$ cat src/rtl/vga_timing_pkg.sv
// ============================================================================
//  Module      : vga_timing_pkg
//  Description : 640x480@60 raster constants, control-bundle type and a
//                window-decode helper shared by the VGA timing generator.
//  Revision    : 1.0 - initial release
// ============================================================================
`default_nettype none

package vga_timing_pkg;

    localparam int VGA_CLK_DIV  = 4;

    localparam int VGA_H_ACTIVE = 640;
    localparam int VGA_H_FP     = 16;
    localparam int VGA_H_SYNC   = 96;
    localparam int VGA_H_BP     = 48;
    localparam int VGA_H_TOTAL  = VGA_H_ACTIVE + VGA_H_FP + VGA_H_SYNC + VGA_H_BP;

    localparam int VGA_V_ACTIVE = 480;
    localparam int VGA_V_FP     = 10;
    localparam int VGA_V_SYNC   = 2;
    localparam int VGA_V_BP     = 33;
    localparam int VGA_V_TOTAL  = VGA_V_ACTIVE + VGA_V_FP + VGA_V_SYNC + VGA_V_BP;

    localparam bit VGA_HS_POL   = 1'b0;
    localparam bit VGA_VS_POL   = 1'b0;

    localparam int VGA_CNT_W    = 10;

    typedef struct packed {
        logic hsync;
        logic vsync;
        logic active;
        logic line_start;
        logic frame_start;
    } vga_ctl_t;

    // Inclusive window test used for both sync pulses.
    function automatic logic in_window(input int unsigned pos,
                                       input int unsigned lo,
                                       input int unsigned hi);
        return (pos >= lo) && (pos <= hi);
    endfunction

endpackage

`default_nettype wire

$ cat src/rtl/clk_en_div.sv
// ============================================================================
//  Module      : clk_en_div
//  Description : Free-running modulo-DIV counter; tick is high during the
//                last clk of each DIV-clk period.
//  Revision    : 1.0 - initial release
// ============================================================================
`default_nettype none

module clk_en_div #(
    parameter int DIV = 4
) (
    input  logic clk,
    input  logic rst,
    output logic tick
);

    // DIV=1 still needs a 1-bit counter; it simply stays at zero.
    localparam int              c_DW   = (DIV > 1) ? $clog2(DIV) : 1;
    localparam logic [c_DW-1:0] c_LAST = c_DW'(DIV - 1);

    logic [c_DW-1:0] div_cnt_q;
    logic [c_DW-1:0] div_cnt_d;

    always_comb begin
        tick      = (div_cnt_q == c_LAST);
        div_cnt_d = tick ? '0 : div_cnt_q + c_DW'(1);
    end

    always_ff @(posedge clk) begin
        if (rst) begin
            div_cnt_q <= '0;
        end else begin
            div_cnt_q <= div_cnt_d;
        end
    end

endmodule

`default_nettype wire

$ cat src/rtl/vga_timing_gen.sv
// ============================================================================
//  Module      : vga_timing_gen
//  Description : Raster timing generator: pixel-rate enable, h/v counters,
//                registered sync, active-video and line/frame strobes.
//  Revision    : 1.0 - initial release
// ============================================================================
`default_nettype none

module vga_timing_gen
    import vga_timing_pkg::*;
#(
    parameter int CLK_DIV  = VGA_CLK_DIV,
    parameter int H_ACTIVE = VGA_H_ACTIVE,
    parameter int H_FP     = VGA_H_FP,
    parameter int H_SYNC   = VGA_H_SYNC,
    parameter int H_BP     = VGA_H_BP,
    parameter int V_ACTIVE = VGA_V_ACTIVE,
    parameter int V_FP     = VGA_V_FP,
    parameter int V_SYNC   = VGA_V_SYNC,
    parameter int V_BP     = VGA_V_BP,
    parameter bit HS_POL   = VGA_HS_POL,
    parameter bit VS_POL   = VGA_VS_POL,
    parameter int CNT_W    = VGA_CNT_W
) (
    input  logic             clk,
    input  logic             rst,
    output logic             pix_ce,
    output logic [CNT_W-1:0] hcount,
    output logic [CNT_W-1:0] vcount,
    output logic             hsync,
    output logic             vsync,
    output logic             active,
    output logic             line_start,
    output logic             frame_start
);

    localparam int c_H_TOTAL = H_ACTIVE + H_FP + H_SYNC + H_BP;
    localparam int c_V_TOTAL = V_ACTIVE + V_FP + V_SYNC + V_BP;
    localparam int c_HS_LO   = H_ACTIVE + H_FP;
    localparam int c_HS_HI   = c_HS_LO + H_SYNC - 1;
    localparam int c_VS_LO   = V_ACTIVE + V_FP;
    localparam int c_VS_HI   = c_VS_LO + V_SYNC - 1;

    localparam logic [CNT_W-1:0] c_H_LAST   = CNT_W'(c_H_TOTAL - 1);
    localparam logic [CNT_W-1:0] c_V_LAST   = CNT_W'(c_V_TOTAL - 1);
    localparam logic [CNT_W-1:0] c_H_ACTIVE = CNT_W'(H_ACTIVE);
    localparam logic [CNT_W-1:0] c_V_ACTIVE = CNT_W'(V_ACTIVE);

    // Reset parks the raster on the last back-porch pixel so the first
    // pixel strobe lands cleanly on (0,0).
    localparam vga_ctl_t c_CTL_RST = '{
        hsync:       ~HS_POL,
        vsync:       ~VS_POL,
        active:      1'b0,
        line_start:  1'b0,
        frame_start: 1'b0
    };

    logic             tick;
    logic             pix_ce_q,  pix_ce_d;
    logic [CNT_W-1:0] hcount_q,  hcount_d;
    logic [CNT_W-1:0] vcount_q,  vcount_d;
    vga_ctl_t         ctl_q,     ctl_d;

    logic [CNT_W-1:0] hcount_nxt;
    logic [CNT_W-1:0] vcount_nxt;
    vga_ctl_t         ctl_nxt;

    clk_en_div #(
        .DIV (CLK_DIV)
    ) u_clk_en_div (
        .clk  (clk),
        .rst  (rst),
        .tick (tick)
    );

    always_comb begin
        hcount_nxt = hcount_q + CNT_W'(1);
        vcount_nxt = vcount_q;
        if (hcount_q == c_H_LAST) begin
            hcount_nxt = '0;
            vcount_nxt = (vcount_q == c_V_LAST) ? '0 : vcount_q + CNT_W'(1);
        end
    end

    // Decode from the next position so every output flips on the same edge.
    always_comb begin
        ctl_nxt.hsync       = in_window(32'(hcount_nxt), c_HS_LO, c_HS_HI) ? HS_POL : ~HS_POL;
        ctl_nxt.vsync       = in_window(32'(vcount_nxt), c_VS_LO, c_VS_HI) ? VS_POL : ~VS_POL;
        ctl_nxt.active      = (hcount_nxt < c_H_ACTIVE) && (vcount_nxt < c_V_ACTIVE);
        ctl_nxt.line_start  = (hcount_nxt == '0);
        ctl_nxt.frame_start = (hcount_nxt == '0) && (vcount_nxt == '0);
    end

    always_comb begin
        pix_ce_d = tick;
        hcount_d = hcount_q;
        vcount_d = vcount_q;
        ctl_d    = ctl_q;
        ctl_d.line_start  = 1'b0;
        ctl_d.frame_start = 1'b0;
        if (tick) begin
            hcount_d = hcount_nxt;
            vcount_d = vcount_nxt;
            ctl_d    = ctl_nxt;
        end
    end

    always_ff @(posedge clk) begin
        if (rst) begin
            pix_ce_q <= 1'b0;
            hcount_q <= c_H_LAST;
            vcount_q <= c_V_LAST;
            ctl_q    <= c_CTL_RST;
        end else begin
            pix_ce_q <= pix_ce_d;
            hcount_q <= hcount_d;
            vcount_q <= vcount_d;
            ctl_q    <= ctl_d;
        end
    end

    assign pix_ce      = pix_ce_q;
    assign hcount      = hcount_q;
    assign vcount      = vcount_q;
    assign hsync       = ctl_q.hsync;
    assign vsync       = ctl_q.vsync;
    assign active      = ctl_q.active;
    assign line_start  = ctl_q.line_start;
    assign frame_start = ctl_q.frame_start;

endmodule

`default_nettype wire

$ cat config.mk
export PLATFORM = sky130hd
export DESIGN_NAME = vga_timing_gen
export DESIGN_NICKNAME = d
export VERILOG_FILES = /design/src/rtl/vga_timing_pkg.sv /design/src/rtl/clk_en_div.sv /design/src/rtl/vga_timing_gen.sv
export SDC_FILE = /design/constraint.sdc
export NUM_CORES = 1
export LEC_CHECK = 0
export CORE_MARGIN = 2
export CORE_UTILIZATION = 50
export CTS_CLUSTER_DIAMETER = 80
export DETAILED_ROUTE_END_ITERATION = 10
export HOLD_SLACK_MARGIN = 0.12
export MAX_ROUTING_LAYER = met4
export PLACE_DENSITY = 0.75
export SYNTH_ARGS = -nofsm -noshare
export SYNTH_HDL_FRONTEND = slang
export SYNTH_SLANG_ARGS = --single-unit
$ cat constraint.sdc
create_clock -name clk -period 2.6 [get_ports clk]
set_input_delay 0.65 -clock clk [delete_from_list [all_inputs] [get_ports clk]]
set_output_delay 0.65 -clock clk [all_outputs]
set_load 0.01 [all_outputs]
# Word-level counts from Yosys, hierarchy flattened
# Cells that the tools add are included.
# totals
register_bits,28
wordCells,35
out_inout_bits,26
# op_classes
addsub,3
mux,5
n_eq_ne,3
n_lt_le_gt_ge,6
n_bitwise,1
n_reduce_logical,8
# op_table
cell,n
$mux W10,3
$add A10 B1 Y10 const B,2
$eq A10 B10 Y1 const B,2
$logic_not A10 Y1,2
$ge A10 B10 Y1 const B,1
$ge A10 B9 Y1 const B,1
$le A10 B10 Y1 const B,1
$le A10 B9 Y1 const B,1
$lt A10 B10 Y1 const B,1
$lt A10 B9 Y1 const B,1
$logic_and A1 B1 Y1,4
$reduce_or A2 Y1,2
$add A2 B1 Y2 const B,1
$eq A2 B2 Y1 const B,1
$mux W1,2
$not A1 Y1,1

# Longest topological paths before layout
# Gate-level depths: netlist of run 1.
# logic_depth
depth_word,6
depth_mapped,9
mapped_depth_nobuf,8

# Modules after synthesis
# From an unflattened synthesis of run 1, not the netlist that was laid out.
# hier_totals
hier_cells,239
area_unflattened_um2,1958.1
# modules_own_cells
module,area_each_um2,cells_per_inst,seq_area_each_um2,n_inst
vga_timing_gen,1883.1,234,520.5,1
clk_en_div,75.1,5,40.0,1

# Worst setup path after synthesis of run 1
# Ideal clock, no wire load.
# synth_path
path_type,reg2reg
startpoint,"reg hcount_q[1], in the netlist hcount[1]"
endpoint,reg ctl_q (netlist bit vsync)
t_arrival_ps,1824
synth_period_minus_slack_ps,1957
path_slack_ps,643
path_stages_with_launch,9
path_cell_list,dfxtp_1 -> ha_1 -> nand4_4 -> nor3_4 -> buf_6 -> nand2_1 -> xor2_1 -> nor4_2 -> a31oi_1
# synth_via
elab_chain_cells,5
# synth_rtl
item,line,source
"start, declared",vga_timing_gen.sv:61,"logic [CNT_W-1:0] hcount_q, hcount_d;"
"start signal, assigned",vga_timing_gen.sv:112,hcount_q <= c_H_LAST;
"start signal, assigned",vga_timing_gen.sv:117,hcount_q <= hcount_d;
$eq A10 B10 Y1 *,vga_timing_gen.sv:80,if (hcount_q == c_H_LAST) begin
$mux W10 *,vga_timing_gen.sv:80,
$ge A10 B9 Y1 / $le A10 B9 Y1 (equally long branches),vga_timing_pkg.sv:42,return (pos >= lo) && (pos <= hi);
$logic_and A1 B1 Y1 *,vga_timing_pkg.sv:42,
$mux W1 *,vga_timing_gen.sv:89,"ctl_nxt.vsync = in_window(32'(vcount_nxt), c_VS_LO, c_VS_HI) ? VS_POL : ~VS_POL;"
"end signal, assigned",vga_timing_gen.sv:114,ctl_q <= c_CTL_RST;
"end signal, assigned",vga_timing_gen.sv:119,ctl_q <= ctl_d;
"end, declared",vga_timing_gen.sv:63,"vga_ctl_t ctl_q, ctl_d;"
# Every way passes the cells marked *; elsewhere a longest branch is shown, timed or not.
# A chain may end at the register's enable or synchronous reset.

# Final worst setup path of run 1
# layout_path
startpoint,"reg hcount_q[0], in the netlist hcount[0]"
endpoint,reg ctl_q (netlist bit frame_start)
# layout_via
elab_chain_cells,4
# layout_rtl
item,line,source
$add A10 B1 Y10 / $eq A10 B10 Y1 (equally long branches),"vga_timing_gen.sv:78, vga_timing_gen.sv:80",
$mux W10,vga_timing_gen.sv:80,
$logic_not A10 Y1,vga_timing_gen.sv:92,ctl_nxt.frame_start = (hcount_nxt == '0) && (vcount_nxt == '0);
$logic_and A1 B1 Y1 *,vga_timing_gen.sv:92,
# Marks and branches as above.

==> results of run 1 <==
-- flip-flops by register name, indices dropped and copies added (netlist names) --
| name | count |
|---|---|
| hcount | 10 |
| vsync | 1 |
| hsync | 1 |
| pix_ce | 1 |
| frame_start | 1 |
| active | 1 |
| vcount | 10 |
| line_start | 1 |
| u_clk_en_div.div_cnt_q | 2 |
-- area by class of cell --
type | count | area (µm²) | area share, %
repair buffers | 31 | 300.3 | 14.50
inverters | 7 | 26.28 | 1.269
multi-input cells | 177 | 1090 | 52.63
flip-flops and latches | 28 | 560.5 | 27.07
clock buffers | 4 | 36.28 | 1.752
well taps | 46 | 57.56 | 2.779
-- stage by stage --
| stage | std cells | utilization [%] | area, µm² | worst slack, ns | power, mW |
|---|---|---|---|---|---|
| after global placement | 289 | 60.49 | 2034 | 0.4454 | 0.8397 |
| after global routing | 293 | 61.57 | 2071 | 0.06239 | 1.136 |
| after CTS | 293 | 61.57 | 2071 | 0.3149 | 1.057 |
| after floorplan | 229 | - | 1770 | 0.6431 | 0.7763 |
| after detailed placement | 289 | 60.49 | 2034 | 0.3569 | 0.8460 |
| final | 293 | 61.57 | 2071 | 0.2838 | 1.055 |
-- placed cells by master (no fill, tap or decap), types with 6 or more instances in the layout --
| cell type | n |
|---|---|
| nor2_1 | 26 |
| o21ai_0 | 10 |
| nor3_1 | 9 |
| inv_1 | 6 |
| dfxtp_1 | 28 |
| xor2_1 | 9 |
| nand3_1 | 11 |
| clkdlybuf4s50_1 | 27 |
| a21oi_1 | 6 |
| nand2_1 | 31 |
-- kinds of logic (layout without fill, tap and decap cells) --
kind of cell / count (synthesis) / after routing / share of synthesized area (%)
buf+inv: 24 / 42 / 6.784
fa+ha+maj: 5 / 5 / 3.534
compound gates: 48 / 48 / 18.23
flops: 28 / 28 / 31.66
mux: 1 / 1 / 0.5654
xor+xnor: 12 / 12 / 6.361
simple gates: 111 / 111 / 32.86
-- worst reg2reg max path, cell delays in order, from the launching register on --
cell and delay [ns]:
dfxtp_1 0.45, ha_1 0.31, nand4_4 0.22, nor3_4 0.39
buf_4 0.25, o221ai_1 0.13, o21ai_0 0.15, nand4_1 0.13
nor4_1 0.22
-- metal layers --
| metal | global-route usage, % | vias to the layer above | wire, µm |
|---|---|---|---|
| met3 | 3.214 | 5 | 228 |
| met1 | 29.98 | 744 | 2014 |
| met5 | - | - | 0 |
| li1 | - | 843 | - |
| met4 | 4.891 | 0 | 51 |
| met2 | 31.71 | 50 | 1735 |
-- synth_stat cells (2+ instances only) --
| cell | number |
|---|---|
| nand2_1 | 31 |
| dfxtp_1 | 28 |
| nor2_1 | 26 |
| nand3_1 | 11 |
| o21ai_0 | 10 |
| nor3_1 | 9 |
| xor2_1 | 9 |
| clkbuf_1 | 8 |
| a21oi_1 | 6 |
| buf_2 | 6 |
| inv_1 | 6 |
| and3_1 | 5 |
| ha_1 | 5 |
| a21o_1 | 4 |
| a31oi_1 | 4 |
| nand2b_1 | 4 |
| nand4_1 | 4 |
| a41oi_1 | 3 |
| and2_1 | 3 |
| buf_6 | 3 |
| nor2b_1 | 3 |
| o211ai_1 | 3 |
| o21ai_1 | 3 |
| a41o_1 | 2 |
| nor4_1 | 2 |
| nor4b_1 | 2 |
| o21bai_1 | 2 |
| o311ai_0 | 2 |
| o31ai_1 | 2 |
| xnor2_1 | 2 |
-- final timing paths --
kind | from | end | slack [ns] | depth (start not counted)
setup / recovery | hcount[0] | frame_start | 0.28 | 8
setup reg to reg | hcount[0] | frame_start | 0.28 | 8
hold / removal | u_clk_en_div.div_cnt_q[0] | u_clk_en_div.div_cnt_q[0] | 0.44 | 1
hold reg to reg | u_clk_en_div.div_cnt_q[0] | u_clk_en_div.div_cnt_q[0] | 0.44 | 1
-- power by group through the flow --
stage	combinational [mW]	sequential [mW]	clock, mW
after floorplan	0.300	0.476	0
after global placement	0.353	0.487	0
after detailed placement	0.358	0.488	0
after CTS	0.359	0.479	0.219
after global routing	0.402	0.484	0.250
final	0.364	0.479	0.213
==> run metrics, run 1 <==
status=finished clean; first-pass GRT wire length=6768 µm; final setup fails=0; Post-DRT Antenna Nets=0; CORE AREA=3363 µm²; nets=255; Netlist cell types=51; Top delay family on crit path=simple AND/OR/NAND/NOR gates; Vias/cell=5.604; dominant synthesized flop cell=dfxtp_1; worst relative slew slack=69.47%; WL final=4029 µm; largest net degree at the start of global routing=16; CP max stage cell=dfxtp_1; worst-skew pair later-pin latency=0.32 ns; worst clock skew=0.005265 ns; TritonCTS clock tree=built; cts bufs inserted=3; post_cts resized=0; Power per Cell Area=509.6 nW/µm²; Die Ht=63.51 µm; Fin. Hold Viols=0; Syn Std Cell Area=1770 µm²; HPWL Detailed=3001 µm; DRC=0; TritonRoute pass-1 iters=4; Async S/R FF share, synth=0%; CP Cell Sequence=ha_1 > nand4_4 > nor3_4 > buf_4 > o221ai_1 > o21ai_0 > nand4_1 > nor4_1; Worst Path Class, Setup=reg2reg; worst hold path type=reg2reg; fillers=341; htree depth=1; RSZ-0062 raised after global routing=no; initial cell density of the core=52.64%; I/O Buffers=27; GRT Util Overall=21.14%; TNS Setup=0 ns; GR Overflow Total=0; Leakage=0.7893 nW; share of layout cells above drive strength 1=6.478%; worst vdd ir=0.2961 mV; CP required=2.84 ns; Max Fclk=431.7 MHz; layout overhead on the synthesized area=16.96%; Crit. End Element=flip-flop; Yosys top cell by area=dfxtp_1; Yosys reg bits=28; total number of vias=1642; slew at the pin closest to its max-slew limit=0.4579 ns; GP Congestion=0.8425; crit path max fanout=14; Post-synth EDFFs=0; Max Cap Viol=0; CP arrival=2.56 ns; Cells after Synth=229; post-CTS setup buffer count=0; Post-CTS Hold Buffers=0; syn avg cell area=7.731 µm²; Crit path largest cell delay=0.45 ns; First DRT Iteration DRCs=124; post-synth net total=236; period utilization=89.08%; Reg clk slew, reported paths=0.15 ns; die extent in x=63.51 µm; combinational share of power=34.5%; Flop pwr share=45.3%; Ys Warns=0; Ports=28; WHS=0.4375 ns; root buf cell=clkbuf_4; Psw=0.3676 mW; Switching Share=34.83%; Synth area leaders=dfxtp_1 32%, nand2_1 6.6%, nor2_1 5.5%, xor2_1 4.5%, ha_1 3.5%; # diodes=0; full die area=4033 µm²; initial antenna violation count=0; cell internal pwr=0.6877 mW; CP Buf/Inv Count=1; row count=21; WL/cell=13.75 µm; sequential fraction of the synthesis area=31.66%; number of global-route vias before repair=1450; crit path launch type=flip-flop; Clock Tree Buf Depth=2; max-slew violation count=0; Clock Power Share=20.2%; top-area cell type share of the netlist area=31.66%; CTS Sinks=28; minimum clock period=2.316 ns
No activity file was read; power rests on OpenSTA's default activity.
==> inputs of run 2 (changes only) <==
--- a/config.mk
+++ b/config.mk
@@ -5,6 +5,7 @@
 export SDC_FILE = /design/constraint.sdc
 export NUM_CORES = 1
 export LEC_CHECK = 0
+export CAP_MARGIN = 20
 export CORE_MARGIN = 2
 export CORE_UTILIZATION = 50
 export CTS_CLUSTER_DIAMETER = 80
==> results of run 2 <==
Same layout as run 1: the final DEF is identical, and so are final timing and power.
==> inputs of run 3 (changes only) <==
--- a/config.mk
+++ b/config.mk
@@ -6,13 +6,16 @@
 export NUM_CORES = 1
 export LEC_CHECK = 0
 export CAP_MARGIN = 20
+export CORE_ASPECT_RATIO = 1.5
 export CORE_MARGIN = 2
 export CORE_UTILIZATION = 50
 export CTS_CLUSTER_DIAMETER = 80
 export DETAILED_ROUTE_END_ITERATION = 10
+export GPL_ROUTABILITY_DRIVEN = 0
 export HOLD_SLACK_MARGIN = 0.12
 export MAX_ROUTING_LAYER = met4
 export PLACE_DENSITY = 0.75
+export SKIP_LAST_GASP = 1
 export SYNTH_ARGS = -nofsm -noshare
 export SYNTH_HDL_FRONTEND = slang
 export SYNTH_SLANG_ARGS = --single-unit
==> run metrics, run 3 (same netlist as run 1, synthesis figures left out) <==
TNS Setup=0 ns (unchanged); Clock Tree Buf Depth=2 (unchanged); commonest non-fill, non-tap cell in the layout=nand2_1 (unchanged); CP required=2.77 ns (was 2.84 ns); row count=26 (was 21); initial cell density of the core=52.33% (was 52.64%); Reg clk slew, reported paths=0.10 ns (was 0.15 ns); TritonCTS clock tree=built (unchanged); post-layout power=1.119 mW (was 1.055 mW); worst hold path type=reg2reg (unchanged); worst relative slew slack=61.88% (was 69.47%); period utilization=89.44% (was 89.08%); final setup fails=0 (unchanged); # diodes=0 (unchanged); root buf cell=clkbuf_8 (was clkbuf_4); crit path max fanout=12 (was 14); WL/cell=15.08 µm (was 13.75 µm); Max Fclk=430.0 MHz (was 431.7 MHz); die extent in x=52.59 µm (was 63.51 µm); full die area=4043 µm² (was 4033 µm²); TritonRoute pass-1 iters=4 (unchanged); minimum clock period=2.326 ns (was 2.316 ns); Die Ht=76.88 µm (was 63.51 µm); max-slew violation count=0 (unchanged); htree depth=1 (unchanged); Post-CTS Hold Buffers=0 (unchanged); DRC=0 (unchanged); Post-DRT Antenna Nets=0 (unchanged); Vias/cell=6.038 (was 5.604); status=finished clean (unchanged); largest net degree at the start of global routing=17 (was 16); RSZ-0062 raised after global routing=no (unchanged); HPWL Detailed=3243 µm (was 3001 µm); worst vdd ir=0.3983 mV (was 0.2961 mV); initial antenna violation count=0 (unchanged); Fin. Hold Viols=0 (unchanged); CP arrival=2.49 ns (was 2.56 ns); Worst Path Class, Setup=reg2reg (unchanged); Ports=28 (unchanged); share of layout cells above drive strength 1=6.098% (was 6.478%); slew at the pin closest to its max-slew limit=0.5718 ns (was 0.4579 ns); cts bufs inserted=3 (unchanged); nets=254 (was 255); Power per Cell Area=538.8 nW/µm² (was 509.6 nW/µm²); number of global-route vias before repair=1609 (was 1450); post-CTS setup buffer count=0 (unchanged); WL final=4342 µm (was 4029 µm); fillers=338 (was 341); first-pass GRT wire length=7155 µm (was 6768 µm); Leakage=0.7917 nW (was 0.7893 nW); Max Cap Viol=0 (unchanged); CORE AREA=3383 µm² (was 3363 µm²); storage element area=560.5 µm² (unchanged); commonest non-fill, non-tap cells in the layout=31 x nand2_1, 28 x dfxtp_1, 27 x clkdlybuf4s50_1, 26 x nor2_1, 11 x nand3_1 (unchanged); worst clock skew=0.004023 ns (was 0.005265 ns); area of the multi-input gates=1090 µm² (unchanged); Crit. End Element=flip-flop (unchanged); post_cts resized=0 (unchanged); layout overhead on the synthesized area=17.31% (was 16.96%); total number of vias=1739 (was 1642); First DRT Iteration DRCs=72 (was 124); CTS Sinks=28 (unchanged); worst-skew pair later-pin latency=0.27 ns (was 0.32 ns); GR Overflow Total=0 (unchanged); crit path launch type=flip-flop (unchanged); GRT Util Overall=23.50% (was 21.14%); I/O Buffers=27 (unchanged)
==> run 3: changes by cell type in the layout (fill, tap and decap cells not counted) <==
cell	before	now
buf_4	4	3
clkbuf_8	1	4
clkbuf_4	3	0
==> run 3: where the power goes <==
part	internal (mW)	switching, mW
Sequential	0.448	0.0316
Combinational	0.154	0.211
Clock	0.136	0.139
Total	0.737	0.382
==> run 3: area by class of cell <==
cell class | count | area share, %
repair buffers | 30 | 14.10
multi-input cells | 177 | 52.47
clock buffers | 4 | 2.651
well taps | 42 | 2.530
inverters | 7 | 1.265
flip-flops and latches | 28 | 26.99
==> run 3: critical path: stages, from the launching register on <==
cell	delay [ns]
dfxtp_1	0.44
ha_1	0.31
nand4_4	0.21
nor3_4	0.42
buf_4	0.25
a211oi_1	0.10
a31o_2	0.23
a31oi_1	0.19
nor4_1	0.08
==> run 3: path summary, 6_finish.rpt <==
| check | from | end | slack [ns] | depth (start not counted) |
|---|---|---|---|---|
| hold reg to reg | u_clk_en_div.div_cnt_q[0] | u_clk_en_div.div_cnt_q[0] | 0.44 | 1 |
| setup / recovery | hcount[1] | frame_start | 0.27 | 8 |
| setup reg to reg | hcount[1] | frame_start | 0.27 | 8 |
| hold / removal | u_clk_en_div.div_cnt_q[0] | u_clk_en_div.div_cnt_q[0] | 0.44 | 1 |
==> run 3: per-stage QoR <==
stage	instances	worst slack, ns	hold WS, ns	area [µm²]	utilization, %
after floorplan	229	0.6431	0.4043	1770	-
after CTS	288	0.2914	0.4369	2077	61.39
after global placement	284	0.3995	0.4152	2022	59.76
after detailed placement	284	0.3204	0.4175	2022	59.76
final	288	0.2744	0.4368	2077	61.39
after global routing	288	0.04182	0.4706	2077	61.39
==> run 3: routing by layer <==
layer	GRT usage [%]	share of wire (%)	vias to the layer above
met4	11.79	4.6	0
met1	25.64	41	825
met5	-	0	-
met3	2.529	3.3	17
li1	-	-	845
met2	40.50	51	52
==> patch 1, RTL diff (config.mk and constraints of run 1) <==
Remove the register `pix_ce_q`: a continuous assignment takes its place, so the output `pix_ce` follows one clock earlier.
--- a/src/rtl/vga_timing_gen.sv
+++ b/src/rtl/vga_timing_gen.sv
@@ -109,10 +109,8 @@
     always_ff @(posedge clk) begin
         if (rst) begin
-            pix_ce_q <= 1'b0;
             hcount_q <= c_H_LAST;
             vcount_q <= c_V_LAST;
             ctl_q    <= c_CTL_RST;
         end else begin
-            pix_ce_q <= pix_ce_d;
             hcount_q <= hcount_d;
             vcount_q <= vcount_d;
@@ -120,4 +118,6 @@
         end
     end
+
+    assign pix_ce_q = pix_ce_d;
 
     assign pix_ce      = pix_ce_q;
Behaviour: not the same (a bounded check fails within 4 cycles, from zero or initial values and one cycle with rst high).
==> patch 1 against run 1 <==
Routed wire length rose by 7.4%. Maximum frequency fell by 1.5%. Setup slack got worse by 36 ps. Combinational power rose by 5.5%. Sequential cell count fell by 1. Power fell by 2.3%. Non-clock buffer count rose by 8. Global-route usage rose by 2.5 points. Sequential power fell by 4%. Area after synthesis fell by 1.3%. Via count rose by 4.3%. Cell area rose by 1.9%. Highest routed layer unchanged.
==> patch 1: results (changes against run 1) <==
- Slew Limit Headroom: 67.3% (was 69.5%)
- Placed inst area: 2080 sq um (was 2030 sq um)
- Post-synthesis sequential area ratio: 30.9% (was 31.7%)
- Commonest cells post-synth: dfxtp_1, nand2_1, a21oi_1, nor2_1, nand3_1 (was nand2_1, dfxtp_1, nor2_1, nand3_1, o21ai_0)
- Final hold slack: 435 ps (was 438 ps)
- Global-route wire length before repair: 7380 um (was 6770 um)
- P_leak: 0.815 nW (was 0.789 nW)
- Fin Clk Skew: 16.8 ps (was 5.26 ps)
- Largest net degree at the start of global routing: 19 (was 16)
- Worst reg2reg path endpoint: vcount[2]$_SDFFE_PP1P_ (was frame_start$_SDFF_PP0_)
- Vias in the first global route: 1524 (was 1450)
- CP arrival: 1700 ps (was 2560 ps)
- DRT Wirelength: 4330 um (was 4030 um)
- H-tree lvl count: 1 (unchanged)
- Share of cells above drive strength 1: 11.4% (was 6.48%)
- Final GP Congestion: 0.930 (was 0.843)
- Largest cells by area after synthesis: dfxtp_1, a21oi_1, nand2_1 (was dfxtp_1, nand2_1, nor2_1)
- Total Routing Usage GR: 23.7% (was 21.1%)
- Worst path max stage delay: 610 ps (was 450 ps)
- Crit path max-delay family: buffers and inverters (was simple AND/OR/NAND/NOR gates)
- Core Box Area: 3340 sq um (was 3360 sq um)
- Post-layout nets: 254 (was 255)
- Top-count cell post-synth: dfxtp_1 (was nand2_1)
- Iter 0 DRT Violations: 127 (was 124)
- Latest clock arrival within the worst-skew pair: 340 ps (was 320 ps)
- Outcome: complete, no violations (unchanged)
- Setup Slack @ Placement: 98.5 ps (was 357 ps)
- Routed vias: 1713 (was 1642)
- Peak supply drop: 0.248 mV (was 0.296 mV)
- Netlist cell types: 56 (was 51)
- Drt pass-1 iters: 5 (was 4)
- Synth Net Count: 227 (was 236)
patch 1: cell types whose count changed after synthesis, sizes merged, moves of 3 or more:
cell	change
a21oi	+9
nand3	+3
a211o	+4
a21o	-4
nor2	-10
a41oi	-3
nand2	-13
or3b	+3
xnor2	+4
o211ai	-3
patch 1: power by group:
part	internal [mW]	switching, mW
clock network	0.0580	0.130
logic	0.169	0.215
registers	0.432	0.0271
patch 1: worst max path at each step:
stage / from / endpoint / slack (ps) / depth (start not counted)
5_1_grt: hcount[2]$_SDFFE_PP1P_ / frame_start$_SDFF_PP0_ / 150 / 6
3_5_place_dp: rst / frame_start$_SDFF_PP0_ / 100 / 5
2_1_floorplan: hcount[0]$_SDFFE_PP1P_ / frame_start$_SDFF_PP0_ / 280 / 7
3_3_place_gp: rst / frame_start$_SDFF_PP0_ / 120 / 5
4_1_cts: u_clk_en_div.div_cnt_q[0]$_SDFF_PP0_ / pix_ce / 260 / 2
6_report: u_clk_en_div.div_cnt_q[0]$_SDFF_PP0_ / pix_ce / 250 / 2
patch 1: worst reg2reg max path: stages, from the launching register on:
cell,delay (ps)
dfxtp_1,370
ha_1,270
nand4_1,200
nor3_2,370
buf_4,230
and2_1,350
o21ai_1,120
a211o_1,300
patch 1: cell families after synthesis:
logic type               count (synthesis)  synth area share, %
XOR/XNOR                                14                 7.02
AO/OA/AOI/OAI                           51                 19.0
adder cells (fa/ha/maj)                  5                 3.58
AND/OR/NAND/NOR                         98                 33.0
flip-flops                              27                 30.9
buffers and inverters                   25                 6.44
patch 1: stage by stage:
step           std cells  util (%)
2_1_floorplan        220         -
3_3_place_gp         288      62.4
3_5_place_dp         288      62.4
4_1_cts              292      63.3
5_1_grt              292      63.3
6_report             292      63.3
patch 1: area by class of cell:
cell class,instances,area (sq um)
Inverter,8,30.0
Tap cell,46,57.6
Sequential cell,27,541
Timing Repair Buffer,39,360
Clock inverter,1,5.00
Clock buffer,3,22.5
Multi-Input combinational cell,168,1090
Fill cell,329,1230
patch 1: layer usage:
layer / share of wire [%] / vias to the layer above / global-route usage, % / routed length, um
met5: 0 / - / - / 0
met4: 1.2 / 0 / 7.78 / 53
met3: 4.1 / 5 / 2.86 / 177
met2: 50 / 50 / 39.5 / 2170
met1: 45 / 803 / 29.8 / 1930
li1: - / 855 / - / -
==> patch 2, RTL diff (flow settings as in run 1) <==
Without the edit above. Change the package constant `VGA_CNT_W` from 10 to 12.
--- a/src/rtl/vga_timing_pkg.sv
+++ b/src/rtl/vga_timing_pkg.sv
@@ -26,5 +26,5 @@
     localparam bit VGA_VS_POL   = 1'b0;
 
-    localparam int VGA_CNT_W    = 10;
+    localparam int VGA_CNT_W    = 12;
 
     typedef struct packed {
Ports: changed (resized hcount and vcount); port bits go from 28 to 32. The function was not compared with the original's and may differ.
==> patch 2 against run 1 <==
Final cell count rose by 18%. Critical endpoint is now active$_SDFFE_PP0P_. Sequential cell count grew 4. Area after synthesis grew 21%. Power increased by 23%. Global-route usage up 2.3 points. Hold slack worse by 2.4 ps. Via count up 27%. Routed wire length rose by 36%. Clock power rose by 90%. Sequential share of layout area is 2.2 points lower. Cell area rose by 24%. Largest power group unchanged. Core utilization grew 1.8 points. Setup slack improved by 29 ps.
==> patch 2: results (changes against run 1) <==
- P_leak: 0.987 nW (was 0.789 nW)
- Peak supply drop: 0.245 mV (was 0.296 mV)
- H-tree lvl count: 2 (was 1)
- Bufs on Longest Clock Path: 2 (unchanged)
- Post-synthesis sequential area ratio: 29.9% (was 31.7%)
- Routed wl met2: 2570 um (was 1740 um)
- Total Routing Usage GR: 23.4% (was 21.1%)
- Netlist cell types: 59 (was 51)
- Global-route wire length before repair: 9040 um (was 6770 um)
- Worst Tran Pin Value: 765 ps (was 458 ps)
- Resize count post-CTS: 0 (unchanged)
- Placed inst area: 2480 sq um (was 2030 sq um)
- Largest cells by area after synthesis: dfxtp_1, nor2_1, nand2_1 (was dfxtp_1, nand2_1, nor2_1)
- Drt pass-1 iters: 4 (unchanged)
- Slowest-stage cell, CP: dfxtp_1 (unchanged)
- Routed vias: 2084 (was 1642)
- Clock root cell: clkbuf_8 (was clkbuf_4)
- Number of fill cells: 347 (was 341)
- Outcome: complete, no violations (unchanged)
- IO buf count: 31 (was 27)
- DRT Wirelength: 5460 um (was 4030 um)
- Synth Flop Type: dfxtp_1 (unchanged)
- Num CTS Buffers: 5 (was 3)
- Latest clock arrival within the worst-skew pair: 290 ps (was 320 ps)
- Wire length on met3: 373 um (was 228 um)
- Setup Slack @ Placement: 355 ps (was 357 ps)
- CP arrival: 2460 ps (was 2560 ps)
- Worst-path clk slew: 70 ps (was 150 ps)
- Synth Instances: 266 (was 229)
- Hpwl dp: 3770 um (was 3000 um)
- CP Max Fanout: 12 (was 14)
- Area Growth Syn to Fin: 20.2% (was 17.0%)
- Asr flop ratio synth: 0% (unchanged)
- Dpl cells: 337 (was 289)
- Final GP Congestion: 0.953 (was 0.843)
- Commonest cells post-synth: dfxtp_1, nor2_1, nand2_1, nand3_1, and3_1 (was nand2_1, dfxtp_1, nor2_1, nand3_1, o21ai_0)
- Hold WC Path Type: reg -> reg (unchanged)
- Largest net degree at the start of global routing: 34 (was 16)
- Share of cells above drive strength 1: 11.9% (was 6.48%)
- Post-layout nets: 301 (was 255)
- Vias in the first global route: 1838 (was 1450)
- Fin Clk Skew: 6.71 ps (was 5.26 ps)
- Met1 wire length: 2450 um (was 2010 um)
- Via-to-Cell Ratio: 6.04 (was 5.60)
- Warnings, synthesis: 0 (unchanged)
- Iter 0 DRT Violations: 212 (was 124)
## patch 2: path summary, 6_finish.rpt
kind | from | end | slack [ps] | cells past startpoint
hold / removal | u_clk_en_div.div_cnt_q[0]$_SDFF_PP0_ | u_clk_en_div.div_cnt_q[0]$_SDFF_PP0_ | 440 | 1
setup reg to reg | hcount[0]$_SDFFE_PP1P_ | active$_SDFFE_PP0P_ | 310 | 7
setup / recovery | hcount[0]$_SDFFE_PP1P_ | active$_SDFFE_PP0P_ | 310 | 7
hold reg to reg | u_clk_en_div.div_cnt_q[0]$_SDFF_PP0_ | u_clk_en_div.div_cnt_q[0]$_SDFF_PP0_ | 440 | 1
## patch 2: area by class of cell
type,instances,share of cell area (%)
clock buffer,6,3.21
clock inverter,2,0.389
inverter,9,1.31
multi-input combinational,204,52.5
sequential,32,24.9
tap,50,2.43
timing repair buffer,42,15.3
## patch 2: metal layers
layer | track usage (%) | vias to the layer above
li1 | - | 1028
met1 | 29.8 | 960
met2 | 37.4 | 86
met3 | 5.52 | 10
met4 | 6.32 | 0
met5 | - | -
## patch 2: cell families after synthesis
logic type	after synthesis	synth area share, %
simple gates	121	32.2
compound gates	58	19.6
flops	32	29.9
buf+inv	30	6.96
xor+xnor	18	7.37
fa+ha+maj	5	2.92
mux	2	0.994
## patch 2: power by group
group / switching, mW / internal, mW / leakage, nW
clock network: 0.192 / 0.211 / 0.0510
registers: 0.0237 / 0.509 / 0.259
logic: 0.219 / 0.145 / 0.677
total: 0.435 / 0.866 / 0.987
